## src/rtl/mac_acc_ctrl.sv

```systemverilog
// Accumulation controller for a multiply-accumulate datapath.
// It sums a programmed number of 33-bit products on a shared external 34-bit adder.
module mac_acc_ctrl #(
    parameter int LEN_W = 8
) (
    input  logic             clk,
    input  logic             rst_n,
    input  logic             start,
    input  logic [LEN_W-1:0] len,
    input  logic             abort,
    input  logic             in_valid,
    input  logic [32:0]      prod,
    output logic             in_ready,
    output logic [32:0]      add_a,
    output logic [33:0]      add_b,
    input  logic [33:0]      add_s,
    output logic             out_valid,
    input  logic             out_ready,
    output logic [33:0]      acc_out,
    output logic             ovf,
    output logic             busy
);

    localparam logic [1:0] IDLE = 2'd0;
    localparam logic [1:0] ACC  = 2'd1;
    localparam logic [1:0] OUT  = 2'd2;

    logic [1:0]       state;
    logic [33:0]      acc;
    logic [LEN_W-1:0] cnt;

    assign add_a     = prod;
    assign add_b     = acc;
    assign acc_out   = acc;
    assign in_ready  = (state == ACC);
    assign out_valid = (state == OUT);
    assign busy      = (state != IDLE);

    // abort wins over every other event; acc and ovf are left as they were
    always_ff @(posedge clk or negedge rst_n) begin
        if (!rst_n) begin
            state <= IDLE;
            acc   <= '0;
            cnt   <= '0;
            ovf   <= 1'b0;
        end else if (abort) begin
            state <= IDLE;
            cnt   <= '0;
        end else begin
            case (state)
                IDLE: begin
                    if (start) begin
                        acc <= '0;
                        ovf <= 1'b0;
                        if (len != '0) begin
                            state <= ACC;
                            cnt   <= len;
                        end else begin
                            state <= OUT;
                        end
                    end
                end
                ACC: begin
                    if (in_valid) begin
                        acc <= add_s;
                        cnt <= cnt - LEN_W'(1);
                        // the adder has no carry out, so a wrap shows as a smaller sum
                        if (add_s < acc) begin
                            ovf <= 1'b1;
                        end
                        if (cnt == LEN_W'(1)) begin
                            state <= OUT;
                        end
                    end
                end
                OUT: begin
                    if (out_ready) begin
                        state <= IDLE;
                    end
                end
                default: state <= IDLE;
            endcase
        end
    end

endmodule

```

## config.mk

```make
export PLATFORM = sky130hd
export DESIGN_NAME = mac_acc_ctrl
export DESIGN_NICKNAME = d
export VERILOG_FILES = /design/src/rtl/mac_acc_ctrl.sv
export SDC_FILE = /design/constraint.sdc
export NUM_CORES = 1
export LEC_CHECK = 0
export CAP_MARGIN = 20
export CORE_MARGIN = 10
export CORE_UTILIZATION = 39
export DETAILED_ROUTE_END_ITERATION = 16
export MAX_ROUTING_LAYER = met4
export PLACE_DENSITY = 0.83
export SYNTH_ARGS = -nofsm -noshare
export SYNTH_HDL_FRONTEND = slang
export SYNTH_SLANG_ARGS = --single-unit
export TNS_END_PERCENT = 10
```

## constraint.sdc

```tcl
create_clock -name clk -period 2.6 [get_ports clk]
set_input_delay 0.52 -clock clk [delete_from_list [all_inputs] [get_ports clk]]
set_output_delay 0.52 -clock clk [all_outputs]
set_load 0.01 [all_outputs]
```

==> load_flow_metrics.sql, run 1 <==
INSERT INTO impl_metrics (metric_group, metric, value, unit) VALUES
('status', 'status', 'completed', ''),
('routing', 'routed-wl-met2', '4.55', 'mm'),
('synthesis', 'post_synth.cell_area_avg', '8.58', 'sq um'),
('synthesis', 'seq_area_frac_synth', '0.338', ''),
('pwr', 'vdd_drop_max', '0.241', 'mV'),
('routing', 'highest_layer', 'met4', ''),
('routing', 'post_drt_via_cell_ratio', '5.22', ''),
('layout', 'antenna_cells', '0', ''),
('floorplanning', 'dieHeight', '112', 'um'),
('clocking', 'cts.reportedPaths.clkPinSlew', '0.10', 'ns'),
('grt', 'grt_pass1_vias', '3079', ''),
('worst_setup_path', 'r2r-start', 'cnt[2]', ''),
('synthesis', 'yosys.cell_types.count', '36', ''),
('worst_setup_path', 'endpoint_of_the_most_critical_register_to_register_path', 'cnt[6]', ''),
('synthesis', 'ys.warnings.count', '0', ''),
('grt', 'antenna_found_initial', '0', ''),
('pwr', 'leakage', '1.76', 'nW'),
('routing', 'route.vias.total', '2858', ''),
('worst_setup_path', 'crit_type', 'in -> reg', ''),
('routing', 'detail-route-antenna-nets', '0', ''),
('placed_design', 'gp_congestion', '0.856', ''),
('pwr', 'design_power_total', '0.00243', 'W'),
('sta', 'finalSetupTns', '0', 'ns'),
('layout', 'drive_above_1_share', '0.0542', ''),
('worst_setup_path', 'cp.required', '2.83', 'ns'),
('placed_design', 'hpwlAfterDp', '7.24', 'mm'),
('floorplanning', 'die-width', '112', 'um'),
('routing', 'detailedRoute.firstPassIterationCount', '4', ''),
('floorplanning', 'core_area', '8260', 'sq um'),
('grt', 'gr-usage-all-layers', '0.145', ''),
('worst_setup_path', 'crit_path_end_kind', 'flip-flop', ''),
('layout', 'fill_cells', '785', ''),
('clocking', 'clock_root_cell', 'clkbuf_8', ''),
('placed_design', 'buffer_ports.inserted', '119', ''),
('sta', 'rsz0062_at_grt', 'no', ''),
('sta', 'finalCriticalPeriod', '2.23', 'ns'),
('worst_setup_path', 'worst_path_arrival', '2.46', 'ns'),
('synthesis', 'syn-instance-count', '388', ''),
('clocking', 'clock_insertion_delay_worst_skew', '0.30', 'ns'),
('clocking', 'tritoncts.num_buffers', '5', ''),
('worst_setup_path', 'ff2ff_setup_slack', '0.50', 'ns'),
('clocking', 'clock_path_buffers', '2', ''),
('sta', 'skew', '0.0131', 'ns'),
('clocking', 'postCtsHoldBufs', '0', ''),
('routing', 'post_drt_wl_per_cell', '16.6', 'um'),
('sta', 'max_slew.worst_pin.slew', '0.486', 'ns'),
('floorplanning', 'floorplan.io_pins', '186', ''),
('worst_setup_path', 'critical_path.max_fanout', '3', ''),
('run', 'cap_viol_max_count', '0', ''),
('routing', 'wirelength_met1', '3.84', 'mm'),
('worst_setup_path', 'reg2regPathDepth', '6', ''),
('grt', 'grt_max_degree', '57', ''),
('worst_setup_path', 'cp-start-kind', 'input port', ''),
('sta', 'report.final.hold_viol_count', '0', ''),
('routing', 'drt_iter0_drc', '95', ''),
('clocking', 'tritoncts_clock_tree', 'built', ''),
('clocking', 'cts.htree.levels', '2', ''),
('grt', 'grt_pass1_wl', '15.0', 'mm'),
('sta', 'period_share', '0.859', ''),
('layout', 'finish.net_count', '558', ''),
('synthesis', 'syn_nets', '504', ''),
('layout', 'area.growth.synth_to_final', '27.9', '%'),
('routing', 'drc', '0', ''),
('clocking', 'cts_resized', '0', ''),
('clocking', 'cts.sink_count', '45', ''),
('pwr', 'powerDensity', '571', 'nW/um^2'),
('synthesis', 'ffs_latches_synth', '45', ''),
('synthesis', 'syn_area', '3330', 'sq um'),
('grt', 'grt_overflow_total', '0', ''),
('floorplanning', 'effective_utilization_at_floorplan', '0.403', ''),
('floorplanning', 'num_rows', '33', ''),
('hold_path', 'worst_hold_path_type', 'in -> async', ''),
('sta', 'timing.slew.headroom', '0.676', ''),
('sta', 'finalMaxSlewViolations', '0', ''),
('routing', 'routed-wl-met3', '598', 'um'),
('floorplanning', 'dieArea', '12600', 'sq um'),
('routing', 'drt_wl_total', '9.09', 'mm'),
('clocking', 'cts_setup_buffers', '0', ''),
('sta', 'fmaxAchievable', '448', 'MHz'),
('sta', 'timing.final.setup_violations', '0', '');
## cell usage in the layout, fill, tap and decap left out, types with 2 or more instances in the layout
cell             count
clkbuf_8             5
o21ai_0             45
nand3_1             37
clkdlybuf4s50_1    118
nand2b_1             5
o21ai_1              6
a211o_1              2
dfrtp_1             45
a221oi_1             2
nor4_1               5
and3_1               3
inv_1               38
ha_1                35
nor3_1               7
nor2b_1              2
nand2_1             15
a22oi_1              3
nand4_1              6
nor2_1              12
a21oi_1             25
buf_4                8
## critical path: stages
cell	delay [ns]
clkdlybuf4s50_1	0.43
ha_1	0.34
a21oi_1	0.14
o21ai_0	0.14
a211o_1	0.29
o211ai_1	0.27
a221oi_1	0.15
nor3_1	0.18
## layer usage
layer | vias to the layer above | track usage
li1 | 1382 | -
met1 | 1371 | 0.162
met2 | 93 | 0.245
met3 | 12 | 0.0431
met4 | 0 | 0.0398
met5 | - | -
## synthesized netlist by cell type
| cell | instances | area [sq um] |
|---|---|---|
| o21bai_1 | 1 | 7.51 |
| nor3_1 | 7 | 35.0 |
| dfrtp_1 | 45 | 1130 |
| a41o_1 | 1 | 10.0 |
| a211oi_1 | 2 | 15.0 |
| o21a_2 | 1 | 8.76 |
| a211o_1 | 2 | 17.5 |
| ha_1 | 35 | 438 |
| nor2_1 | 12 | 45.0 |
| nand2_1 | 15 | 56.3 |
| o211ai_1 | 1 | 7.51 |
| nor3b_1 | 1 | 7.51 |
| a21o_1 | 1 | 7.51 |
| nand2b_4 | 1 | 13.8 |
| nor4_1 | 5 | 31.3 |
| buf_4 | 70 | 526 |
| or2_2 | 1 | 6.26 |
| o21ai_0 | 45 | 225 |
| clkbuf_1 | 8 | 30.0 |
| a21oi_1 | 25 | 125 |
| o41ai_2 | 1 | 16.3 |
| o21ai_1 | 6 | 30.0 |
| buf_2 | 1 | 5.00 |
| buf_6 | 1 | 11.3 |
| inv_1 | 38 | 143 |
| nor2b_1 | 2 | 12.5 |
| a22oi_1 | 3 | 22.5 |
| nand2b_1 | 5 | 31.3 |
| a2111oi_4 | 1 | 27.5 |
| and3_1 | 3 | 18.8 |
| or4_4 | 1 | 11.3 |
| nand3_1 | 37 | 185 |
| o21ai_2 | 1 | 8.76 |
| and4bb_1 | 1 | 12.5 |
| nand4_1 | 6 | 37.5 |
| a221oi_1 | 2 | 17.5 |
## worst max path at each step
stage	startpoint	end	slack, ns	depth (start not counted)
final	add_s[9]	ovf	0.37	8
after global routing	add_s[9]	ovf	0.30	8
after CTS	add_s[9]	ovf	0.36	8
after detailed placement	add_s[9]	ovf	0.04	8
after global placement	add_s[9]	ovf	0.08	8
after floorplan	cnt[4]	cnt[3]	0.72	6
## power by group
part           total (W)  switching (W)  internal [W]
sequential      0.000896      0.0000977      0.000798
clock           0.000547       0.000258      0.000289
combinational   0.000991       0.000467      0.000523
## state kept, by name, indices dropped and copies added (netlist names)
register	count
ovf	1
cnt	8
state	2
acc_out	34
## cell type report
cell class                 count  area, sq um  share of cell area
clock buffer                   6         72.6              0.0170
clock inverter                 2         38.8             0.00911
inverter                      38          143              0.0335
multi-input combinational    225         1500               0.353
sequential                    45         1130               0.264
tap                          105          131              0.0308
timing repair buffer         127         1250               0.293
## cells by family (layout without fill, tap and decap cells)
family | Yosys count | after routing | synth area share
AOI/OAI and AO/OA | 93 | 93 | 0.164
adders and majority gates | 35 | 35 | 0.132
buffers and inverters | 118 | 173 | 0.215
DFF | 45 | 45 | 0.338
and+or+nand+nor | 97 | 97 | 0.151
## through the flow
step / cells / util / setup slack [ns] / instance area, sq um / hold WS, ns
after floorplan: 388 / - / 0.716 / 3330 / 0.224
after global placement: 540 / 0.502 / 0.0790 / 4150 / 0.421
after detailed placement: 540 / 0.502 / 0.0431 / 4150 / 0.429
after CTS: 548 / 0.516 / 0.362 / 4260 / 0.0864
after global routing: 548 / 0.516 / 0.297 / 4260 / 0.0785
final: 548 / 0.516 / 0.367 / 4260 / 0.0845
No activity file was read; power rests on OpenSTA's default activity.
==> inputs of run 2 (changes only) <==
CAP_MARGIN = 10   (was 20)
==> results of run 2 <==
The final DEF is identical to that of run 1; final timing and power are the same.
